`src/rtl/pc_fetch_if.sv`:
```
// Fetch <-> ROM/decode bundle: ROM address/data, instruction handshake, redirects and status.
// master = fetch unit, slave = ROM + decode side.
interface pc_fetch_if #(
  parameter int WIDTH = 32
);
  logic [WIDTH-1:0] instr_addr;
  logic [WIDTH-1:0] instr_data;
  logic [WIDTH-1:0] instr_out;
  logic [WIDTH-1:0] ir_pc;
  logic             instr_valid;
  logic             instr_ready;
  logic             branch_taken;
  logic [15:0]      branch_off;
  logic             jump;
  logic [25:0]      jump_index;
  logic             halt_req;
  logic             halted;
  logic             fault;
  logic [15:0]      fetch_count;

  modport master (
    output instr_addr, instr_out, ir_pc, instr_valid, halted, fault, fetch_count,
    input  instr_data, instr_ready, branch_taken, branch_off, jump, jump_index, halt_req
  );

  modport slave (
    input  instr_addr, instr_out, ir_pc, instr_valid, halted, fault, fetch_count,
    output instr_data, instr_ready, branch_taken, branch_off, jump, jump_index, halt_req
  );
endinterface

```
`src/rtl/pc_fetch_unit.sv`:
```
// PC + fetch stage: drives ROM address, registers the returned word toward decode, takes redirects, halts on jump-to-self.
// Optional macro FETCH_BOUNDS_CHECK_EN: out-of-range fetch enters FAULT instead of aliasing the ROM.
module pc_fetch_unit #(
  parameter int               WIDTH    = 32,
  parameter int               DEPTH    = 8,
  parameter logic [WIDTH-1:0] RESET_PC = '0
) (
  input  logic         clk,
  input  logic         rst,
  pc_fetch_if.master   bus
);

  typedef enum logic [1:0] {FETCH, HALT, FAULT} state_t;

  localparam logic [WIDTH-1:0] ROM_BYTES = WIDTH'(4) << DEPTH;
`ifdef FETCH_BOUNDS_CHECK_EN
  localparam bit BOUNDS_EN = 1'b1;
`else
  localparam bit BOUNDS_EN = 1'b0;
`endif

  state_t           state_q, state_d;
  logic [WIDTH-1:0] pc_q, pc_d;
  logic [WIDTH-1:0] instr_q, instr_d;
  logic [WIDTH-1:0] ir_pc_q, ir_pc_d;
  logic             valid_q, valid_d;
  logic [15:0]      cnt_q, cnt_d;

  logic             accept, load, redirect, self_jump, oob;
  logic [WIDTH-1:0] seq_pc, jump_tgt, branch_tgt, target;

  assign accept     = valid_q & bus.instr_ready;
  assign load       = ~valid_q | bus.instr_ready;
  assign seq_pc     = ir_pc_q + WIDTH'(3'd4);
  assign jump_tgt   = {seq_pc[WIDTH-1:28], bus.jump_index, 2'b00};
  assign branch_tgt = seq_pc + ({{(WIDTH-16){bus.branch_off[15]}}, bus.branch_off} << 2);
  // jump beats branch when decode asserts both
  assign target     = bus.jump ? jump_tgt : branch_tgt;
  assign redirect   = accept & (bus.jump | bus.branch_taken);
  assign self_jump  = accept & bus.jump & (jump_tgt == ir_pc_q);
  assign oob        = BOUNDS_EN && (pc_q >= ROM_BYTES);

  always_comb begin
    state_d = state_q;
    pc_d    = pc_q;
    instr_d = instr_q;
    ir_pc_d = ir_pc_q;
    valid_d = valid_q;
    cnt_d   = cnt_q;
    case (state_q)
      FETCH: begin
        if (accept && cnt_q != 16'hFFFF) cnt_d = cnt_q + 16'd1;
        if (bus.halt_req || self_jump) begin
          state_d = HALT;
          valid_d = 1'b0;
        end else if (redirect) begin
          pc_d    = target;
          valid_d = 1'b0;
        end else if (load) begin
          // redirect targets are range-checked here, when they are actually fetched
          if (oob) begin
            state_d = FAULT;
            valid_d = 1'b0;
          end else begin
            instr_d = bus.instr_data;
            ir_pc_d = pc_q;
            valid_d = 1'b1;
            pc_d    = pc_q + WIDTH'(3'd4);
          end
        end
      end
      default: ;
    endcase
  end

  always_ff @(posedge clk or posedge rst) begin
    if (rst) begin
      state_q <= FETCH;
      pc_q    <= RESET_PC;
      instr_q <= '0;
      ir_pc_q <= '0;
      valid_q <= 1'b0;
      cnt_q   <= '0;
    end else begin
      state_q <= state_d;
      pc_q    <= pc_d;
      instr_q <= instr_d;
      ir_pc_q <= ir_pc_d;
      valid_q <= valid_d;
      cnt_q   <= cnt_d;
    end
  end

  assign bus.instr_addr  = pc_q;
  assign bus.instr_out   = instr_q;
  assign bus.ir_pc       = ir_pc_q;
  assign bus.instr_valid = valid_q;
  assign bus.fetch_count = cnt_q;
  assign bus.halted      = (state_q == HALT);
`ifdef FETCH_BOUNDS_CHECK_EN
  assign bus.fault       = (state_q == FAULT);
`else
  assign bus.fault       = 1'b0;
`endif

endmodule

```
`src/flat_wrapper.sv`:
```
// flat-port wrapper written by rule: the top's interface ports become plain ports
module pc_fetch_unit_flat 
#(
  parameter int               WIDTH    = 32,
  parameter int               DEPTH    = 8,
  parameter logic [WIDTH-1:0] RESET_PC = '0
)
  (clk, rst, bus_instr_addr, bus_instr_out, bus_ir_pc, bus_instr_valid, bus_halted, bus_fault, bus_fetch_count, bus_instr_data, bus_instr_ready, bus_branch_taken, bus_branch_off, bus_jump, bus_jump_index, bus_halt_req);
  pc_fetch_if #(.WIDTH(WIDTH)) bus_i ();
  input  logic clk;
  input  logic rst;
  output wire logic [$bits(bus_i.instr_addr)-1:0] bus_instr_addr;
  output wire logic [$bits(bus_i.instr_out)-1:0] bus_instr_out;
  output wire logic [$bits(bus_i.ir_pc)-1:0] bus_ir_pc;
  output wire logic [$bits(bus_i.instr_valid)-1:0] bus_instr_valid;
  output wire logic [$bits(bus_i.halted)-1:0] bus_halted;
  output wire logic [$bits(bus_i.fault)-1:0] bus_fault;
  output wire logic [$bits(bus_i.fetch_count)-1:0] bus_fetch_count;
  input wire logic [$bits(bus_i.instr_data)-1:0] bus_instr_data;
  input wire logic [$bits(bus_i.instr_ready)-1:0] bus_instr_ready;
  input wire logic [$bits(bus_i.branch_taken)-1:0] bus_branch_taken;
  input wire logic [$bits(bus_i.branch_off)-1:0] bus_branch_off;
  input wire logic [$bits(bus_i.jump)-1:0] bus_jump;
  input wire logic [$bits(bus_i.jump_index)-1:0] bus_jump_index;
  input wire logic [$bits(bus_i.halt_req)-1:0] bus_halt_req;
  assign bus_instr_addr = bus_i.instr_addr;
  assign bus_instr_out = bus_i.instr_out;
  assign bus_ir_pc = bus_i.ir_pc;
  assign bus_instr_valid = bus_i.instr_valid;
  assign bus_halted = bus_i.halted;
  assign bus_fault = bus_i.fault;
  assign bus_fetch_count = bus_i.fetch_count;
  assign bus_i.instr_data = bus_instr_data;
  assign bus_i.instr_ready = bus_instr_ready;
  assign bus_i.branch_taken = bus_branch_taken;
  assign bus_i.branch_off = bus_branch_off;
  assign bus_i.jump = bus_jump;
  assign bus_i.jump_index = bus_jump_index;
  assign bus_i.halt_req = bus_halt_req;
  pc_fetch_unit #(.WIDTH(WIDTH), .DEPTH(DEPTH), .RESET_PC(RESET_PC)) u_core (.clk(clk), .rst(rst), .bus(bus_i));
endmodule
```
`config.mk`:
```
export PLATFORM = sky130hd
export DESIGN_NAME = pc_fetch_unit_flat
export DESIGN_NICKNAME = d
export VERILOG_FILES = /design/src/rtl/pc_fetch_if.sv /design/src/rtl/pc_fetch_unit.sv /design/src/flat_wrapper.sv
export SDC_FILE = /design/constraint.sdc
export NUM_CORES = 1
export LEC_CHECK = 0
export ABC_AREA = 1
export CELL_PAD_IN_SITES_DETAIL_PLACEMENT = 0
export CELL_PAD_IN_SITES_GLOBAL_PLACEMENT = 2
export CORE_MARGIN = 2
export CORE_UTILIZATION = 30
export DETAILED_ROUTE_END_ITERATION = 16
export GPL_ROUTABILITY_DRIVEN = 0
export GPL_TIMING_DRIVEN = 0
export PLACE_DENSITY_LB_ADDON = 0.1
export SLEW_MARGIN = 10
export SYNTH_ARGS = -nofsm -noshare
export SYNTH_HDL_FRONTEND = slang
export SYNTH_SLANG_ARGS = --single-unit
```
`constraint.sdc`:
```
create_clock -name clk -period 6.55 [get_ports clk]
set_clock_uncertainty 0.15 [all_clocks]
set_input_delay 1.31 -clock clk [delete_from_list [all_inputs] [get_ports clk]]
set_output_delay 1.31 -clock clk [all_outputs]
set_load 0.05 [all_outputs]
```
==> results of run 1 <==
-- layer usage --
| metal | global-route usage [%] | vias up |
|---|---|---|
| li1 | - | 4761 |
| met1 | 30.47 | 4321 |
| met2 | 38.54 | 232 |
| met3 | 3.876 | 38 |
| met4 | 6.990 | 0 |
| met5 | 0 | - |
-- logic make-up after synthesis --
kind of cell | Yosys count
simple gates | 765
buf+inv | 200
compound gates | 155
flops | 114
xor+xnor | 82
fa+ha+maj | 38
other cells | 1
mux | 1
-- where the power goes --
part	total (mW)	switching (mW)	internal [mW]
Sequential	0.727	0.0149	0.712
Clock	0.958	0.344	0.614
Combinational	0.366	0.231	0.135
Total	2.05	0.590	1.46
-- worst paths after layout --
check	start	to	slack (ps)	cells after the start
max in group asynchronous	rst	u_core.bus.instr_addr[14]$_DFFE_PP0P_	4390	3
worst max register to register	u_core.bus.ir_pc[2]$_DFFE_PP0P_	u_core.bus.instr_addr[27]$_DFFE_PP0P_	2510	21
worst max-delay path	bus_branch_off[15]	u_core.bus.instr_addr[27]$_DFFE_PP0P_	2380	13
worst min-delay path	u_core.bus.instr_out[24]$_DFFE_PP0P_	u_core.bus.instr_out[24]$_DFFE_PP0P_	330	2
worst min register to register	u_core.bus.instr_out[24]$_DFFE_PP0P_	u_core.bus.instr_out[24]$_DFFE_PP0P_	330	2
min in group asynchronous	rst	u_core.bus.instr_out[2]$_DFFE_PP0P_	1170	2
-- layout by cell type (no fill, tap or decap), drive strengths merged --
cell type        n
nor2           137
nor3b            1
xnor2           26
nor3            25
buf             20
o21ai           82
o32a             1
o21bai           3
clkinv           5
inv            156
bufinv           3
mux2             1
o22ai            2
o211ai           3
dfrtp          114
nor4             8
ha              37
fa               1
nand4           27
nand2          447
and2             2
nand3          115
a22oi            1
clkinvlp         2
a21oi           50
a21o             7
clkdlybuf4s50  192
xor2            56
conb             1
a21boi           4
clkbuf          46
nand3b           3
o21a             2
-- critical path: stages --
cell             delay, ps
clkdlybuf4s50_1        850
ha_1                   620
nand2_1                120
nor2_1                 210
nand2_1                130
nor4_1                 170
nand2_1                100
nand2_1                190
nor2_1                  70
o21ai_0                330
nand2_1                100
nand2_1                 70
nand2_1                 40
-- cell type report --
| class | instances | area share, % |
|---|---|---|
| multi-input combinational | 1042 | 44.03 |
| sequential | 114 | 23.84 |
| timing repair buffer | 193 | 16.29 |
| inverter | 156 | 4.935 |
| tap | 390 | 4.078 |
| clock buffer | 21 | 3.848 |
| buffer | 44 | 1.861 |
| clock inverter | 10 | 1.119 |
-- metrics by stage --
stage                     worst slack [ps]  utilization [%]
after global placement              -14.87            38.46
after CTS                             2409            40.59
after floorplan                       2074                -
final                                 2381            40.59
after global routing                  2103            40.59
after detailed placement              1977            38.57
-- state kept, by name, indices dropped and copies added (netlist names) --
name and flops:
u_core.state_q 1, u_core.bus.ir_pc 32, u_core.bus.instr_valid 1, u_core.bus.fetch_count 16, u_core.bus.instr_addr 32, u_core.bus.instr_out 32
==> flow_summary.json, run 1 <==
{
  "synth_edf_count": 0,
  "arrival_ps": 4330,
  "final_layout_size_suffix_gt1_share_pct": 4.051,
  "wire_per_inst_um": 18.01,
  "fin_setup_tns_ps": 0,
  "grt_util_all_layers_pct": 23.07,
  "clkLatencyLatePin_ps": 420,
  "end_kind": "register",
  "initial_core_util_pct": 30.29,
  "fillers": 3225,
  "clock-root-buffer": "clkbuf_16",
  "synth_common_cells": "nand2_1 (447), inv_1 (155), nor2_1 (132), dfrtp_1 (114), nand3_1 (114)",
  "num_vias": 9352,
  "met3_length_um": 1778,
  "worstPathRequired_ps": 6710,
  "htreeDepth": 4,
  "core_area_um2": 29480,
  "cts_resized": 0,
  "syn_nets": 1474,
  "numCtsBuffers": 17,
  "vdd.ir_drop.worst_mv": 0.1589,
  "num_io_pins": 195,
  "drc": 0,
  "area_growth_pct": 34.01,
  "synth-simple-area-share_pct": 35.93,
  "post_drt_via_cell_ratio": 4.747,
  "drv_slew": 0,
  "p_total_mw": 2.051,
  "yosysMostFrequentCell": "nand2_1",
  "syn_avg_cell_area_um2": 6.585,
  "grt_pass1_wl_um": 54540,
  "tightest_slew_ps": 976.9,
  "postSynthCellCount": 1356,
  "diodes": 0,
  "cts_tree": "done",
  "dr.pass1.iters": 4,
  "synthArstFlopShare_pct": 100.0,
  "synth_warnings": 0,
  "wirelength_um": 35480,
  "final_area_um2": 11970,
  "p_leak_nw": 5.874,
  "final_nets": 1686,
  "fin_crit_sh_pct": 63.65,
  "synth_top_family_by_area": "simple AND/OR/NAND/NOR gates",
  "ff_latch_area_um2": 2853,
  "die_y_um": 176.5,
  "post_cts_buffers": 0,
  "io_buffers": 192,
  "dp_cells": 1939,
  "holdWs_ps": 331.3,
  "drtAntennaViolNets": 0,
  "grt_pass1_vias": 9463,
  "synth.top_cell.area_share_pct": 31.95,
  "path_clk_slew_ps": 60,
  "yosys.cell_types.count": 41,
  "placed_cell_area_um2": 11370,
  "die_w_um": 176.5,
  "cap_violations": 0,
  "antenna_found_initial": 0,
  "synth_xor_area_share_pct": 8.043,
  "critPathKind": "input pin to register",
  "routed.top_layer": "met4",
  "drtIter0Drc": 406,
  "setup_violations": 0,
  "multi_input_area_um2": 5269,
  "ys_ff_latch": 114,
  "slew_headroom_pct": 34.44,
  "synth_area_um2": 8930,
  "hold_class": "register to register",
  "clock-sinks": 114,
  "final_cells": 1970,
  "yosys-mux-area-fraction_pct": 0.1261,
  "cp_max_fo": 19,
  "synth_compound_area_share_pct": 9.458,
  "synth_top_cell_by_area": "dfrtp_1",
  "max_freq_mhz": 239.8,
  "grt_max_degree": 62,
  "grt_overflow": 0,
  "dr_wl_met2_um": 16620,
  "hold_viol": 0,
  "synth_top_flop_cell": "dfrtp_1",
  "ys_seq_area_share_pct": 31.95,
  "synth_fa_ha_area_share_pct": 5.408,
  "ys_top_cells_by_area": "dfrtp_1 (32%), nand2_1 (19%), inv_1 (6.5%)",
  "ctsLongestPathBuffers": 2,
  "final.min_clock_period_ps": 4169,
  "status": "finished clean",
  "num_rows": 63,
  "worstSetupStartpointType": "input pin",
  "hold_buffers": 0,
  "met1_length_um": 16310,
  "rsz0062_at_grt": "no",
  "dieArea_um2": 31160,
  "power_density_nw_per_um2": 171.4,
  "hpwl_um": 28710
}
Power figures use the tool's default switching activity.
==> run 2: changes to the inputs <==
CORE_UTILIZATION = 25   (was 30)
clock period = 3.4 ns   (was 6.55 ns; I/O delays follow)
==> run 2 against run 1 <==
Effect of this change:
- sequential power rose by 93%
- clock-buffer cell count shrank 1
- routed wire length up 13%
- global-route usage shrank 1.4 points
- via count increased by 3.4%
- total power is 100% higher
- the flow now finishes with violations (negative setup slack)
- critical path depth increased by 8
- highest routed layer unchanged
- die area grew 20%
==> flow_summary.json, run 2 (synthesis results as in run 1) <==
{
  "status": "finished with violations",
  "violations": "negative setup slack",
  "max_freq_mhz": 293.1,
  "hpwl_um": 31550,
  "num_rows": 69,
  "drc": 0,
  "arrival_ps": 3570,
  "path_cells": "buf_4, nand2_1, nor2_4, inv_1, nor2_4, nand3_4, nor2_4, xnor2_1, inv_1, ha_4, nand2_2, nor2_2, nand2_1, nor4_1, nand2_1, nand3_1, nand3_1, nand2_2, nand2_1, nand2_1, nand2_1",
  "min_from": "u_core.bus.instr_out[15]$_DFFE_PP0P_",
  "grt_max_degree": 33,
  "diodes": 0,
  "wirelength_um": 39980,
  "final.min_clock_period_ps": 3412,
  "slowest_delay_ps": 360,
  "numCtsBuffers": 17,
  "ff_latch_area_um2": 2873,
  "clock-sinks": 114,
  "fillers": 3871,
  "io_buffers": 192,
  "crit_family": "simple AND/OR/NAND/NOR gates",
  "reg2reg_depth": 21,
  "core_area_um2": 35400,
  "ctsLongestPathBuffers": 2,
  "fin_ws_ps": -11.55,
  "r2r_start": "u_core.bus.ir_pc[14]$_DFFE_PP0P_",
  "fin_crit_sh_pct": 100.3,
  "antenna_found_initial": 0,
  "cp_max_fo": 7,
  "worstPathRequired_ps": 3560,
  "layout_commonest_cell": "nand2_1",
  "critPathKind": "register to register",
  "num_io_pins": 195,
  "drv_slew": 0,
  "initial_core_util_pct": 25.23,
  "cap_violations": 0,
  "worst_path_max_delay_cell": "dfrtp_1",
  "final_area_um2": 13440,
  "die_y_um": 193.0,
  "r2r_end": "u_core.bus.instr_addr[28]$_DFFE_PP0P_",
  "drtIter0Drc": 397,
  "wire_per_inst_um": 19.08,
  "drtAntennaViolNets": 0,
  "path_common_cell": "nand2_1",
  "slew_headroom_pct": 29.24,
  "dieArea_um2": 37250,
  "grt_util_all_layers_pct": 21.64,
  "clkLatencyLatePin_ps": 420,
  "post_drt_via_cell_ratio": 4.614,
  "r2r_slack_ps": -10,
  "grt_overflow": 0,
  "dr.pass1.iters": 5,
  "vdd.ir_drop.worst_mv": 0.1846,
  "clock-root-buffer": "clkbuf_16",
  "path_clk_slew_ps": 60,
  "grt_pass1_vias": 9833,
  "multi_input_area_um2": 6161,
  "hold_depth": 2,
  "grt_pass1_wl_um": 59550,
  "final_layout_size_suffix_gt1_share_pct": 18.12,
  "holdPathEnd": "u_core.bus.instr_out[15]$_DFFE_PP0P_",
  "rsz0062_at_grt": "yes",
  "cts_tree": "done",
  "hold_class": "register to register",
  "hold_viol": 0,
  "holdWs_ps": 326.6,
  "area_growth_pct": 50.55,
  "hold_buffers": 0,
  "worstSetupStartpointType": "register",
  "final_nets": 1740,
  "layout_common_cells": "nand2_1 (408), clkdlybuf4s50_1 (191), inv_1 (147)",
  "tightest_slew_ps": 1054,
  "power_density_nw_per_um2": 309.5,
  "die_w_um": 193.0,
  "end_kind": "register",
  "placed_cell_area_um2": 11520,
  "cp_num_buf_inv": 3,
  "place_ws_ps": -704.4,
  "setup_violations": 1,
  "p_leak_nw": 6.381,
  "num_vias": 9666,
  "htreeDepth": 4
}
run 2: cell count changes in the layout (fill, tap and decap cells not counted), sizes merged:
cell | before | now
buf | 20 | 75
bufinv | 3 | 4
clkbuf | 46 | 45
clkdlybuf4s50 | 192 | 191
clkinv | 5 | 4
clkinvlp | 2 | 4
inv | 156 | 155
run 2: per-layer routing:
metal | track usage (%) | up-vias | wire length [um]
met5 | 0 | - | 0
met4 | 6.352 | 0 | 930
met3 | 3.620 | 49 | 1821
met2 | 36.35 | 208 | 18880
met1 | 28.53 | 4553 | 18340
li1 | - | 4856 | -
run 2: timing repair:
item / in CTS / in global routing
setup endpoints to repair: 17 / 45
setup buffers: 34 / 18
pin swaps: 51 / 43
gates resized for setup: 137 / 112
run 2: worst max path at each step:
stage	startpoint	end	slack, ps	depth (start not counted)
global route	u_core.bus.ir_pc[3]$_DFFE_PP0P_	u_core.bus.instr_addr[31]$_DFFE_PP0P_	-260	20
detailed placement	u_core.bus.ir_pc[3]$_DFFE_PP0P_	u_core.bus.instr_addr[21]$_DFFE_PP0P_	-700	19
floorplan	u_core.bus.ir_pc[5]$_DFFE_PP0P_	u_core.bus.instr_addr[29]$_DFFE_PP0P_	60	23
CTS	u_core.bus.ir_pc[3]$_DFFE_PP0P_	u_core.bus.instr_addr[27]$_DFFE_PP0P_	-20	23
global placement	bus_branch_off[15]	u_core.bus.instr_addr[27]$_DFFE_PP0P_	-730	13
finish	u_core.bus.ir_pc[14]$_DFFE_PP0P_	u_core.bus.instr_addr[28]$_DFFE_PP0P_	-10	21
run 2: worst min-delay path, cell delays in order, from the launching register on:
cell     delay (ps)
dfrtp_1         340
nand2_1          60
nand2_1          50
run 2: through the flow:
step	utilization [%]	power, mW	instances	TNS [ps]
after floorplan	-	1.827	1356	0
after global placement	32.30	2.146	2009	-43890
after CTS	36.32	4.158	2077	-38.14
final	37.98	4.161	2095	-11.55
after global routing	37.98	4.354	2095	-1393
after detailed placement	32.55	2.153	2013	-21940
run 2: cell type report:
type / count / area share (%)
inverter: 156 / 4.383
clock inverter: 11 / 1.210
buffer: 43 / 1.805
tap: 461 / 4.290
multi-input combinational: 1042 / 45.83
clock buffer: 20 / 3.248
sequential: 114 / 21.37
timing repair buffer: 248 / 17.87
run 2: where the power goes:
part           internal (mW)  switching [mW]
logic                  0.343           0.530
clock network           1.21           0.670
registers               1.37          0.0293
total                   2.93            1.23
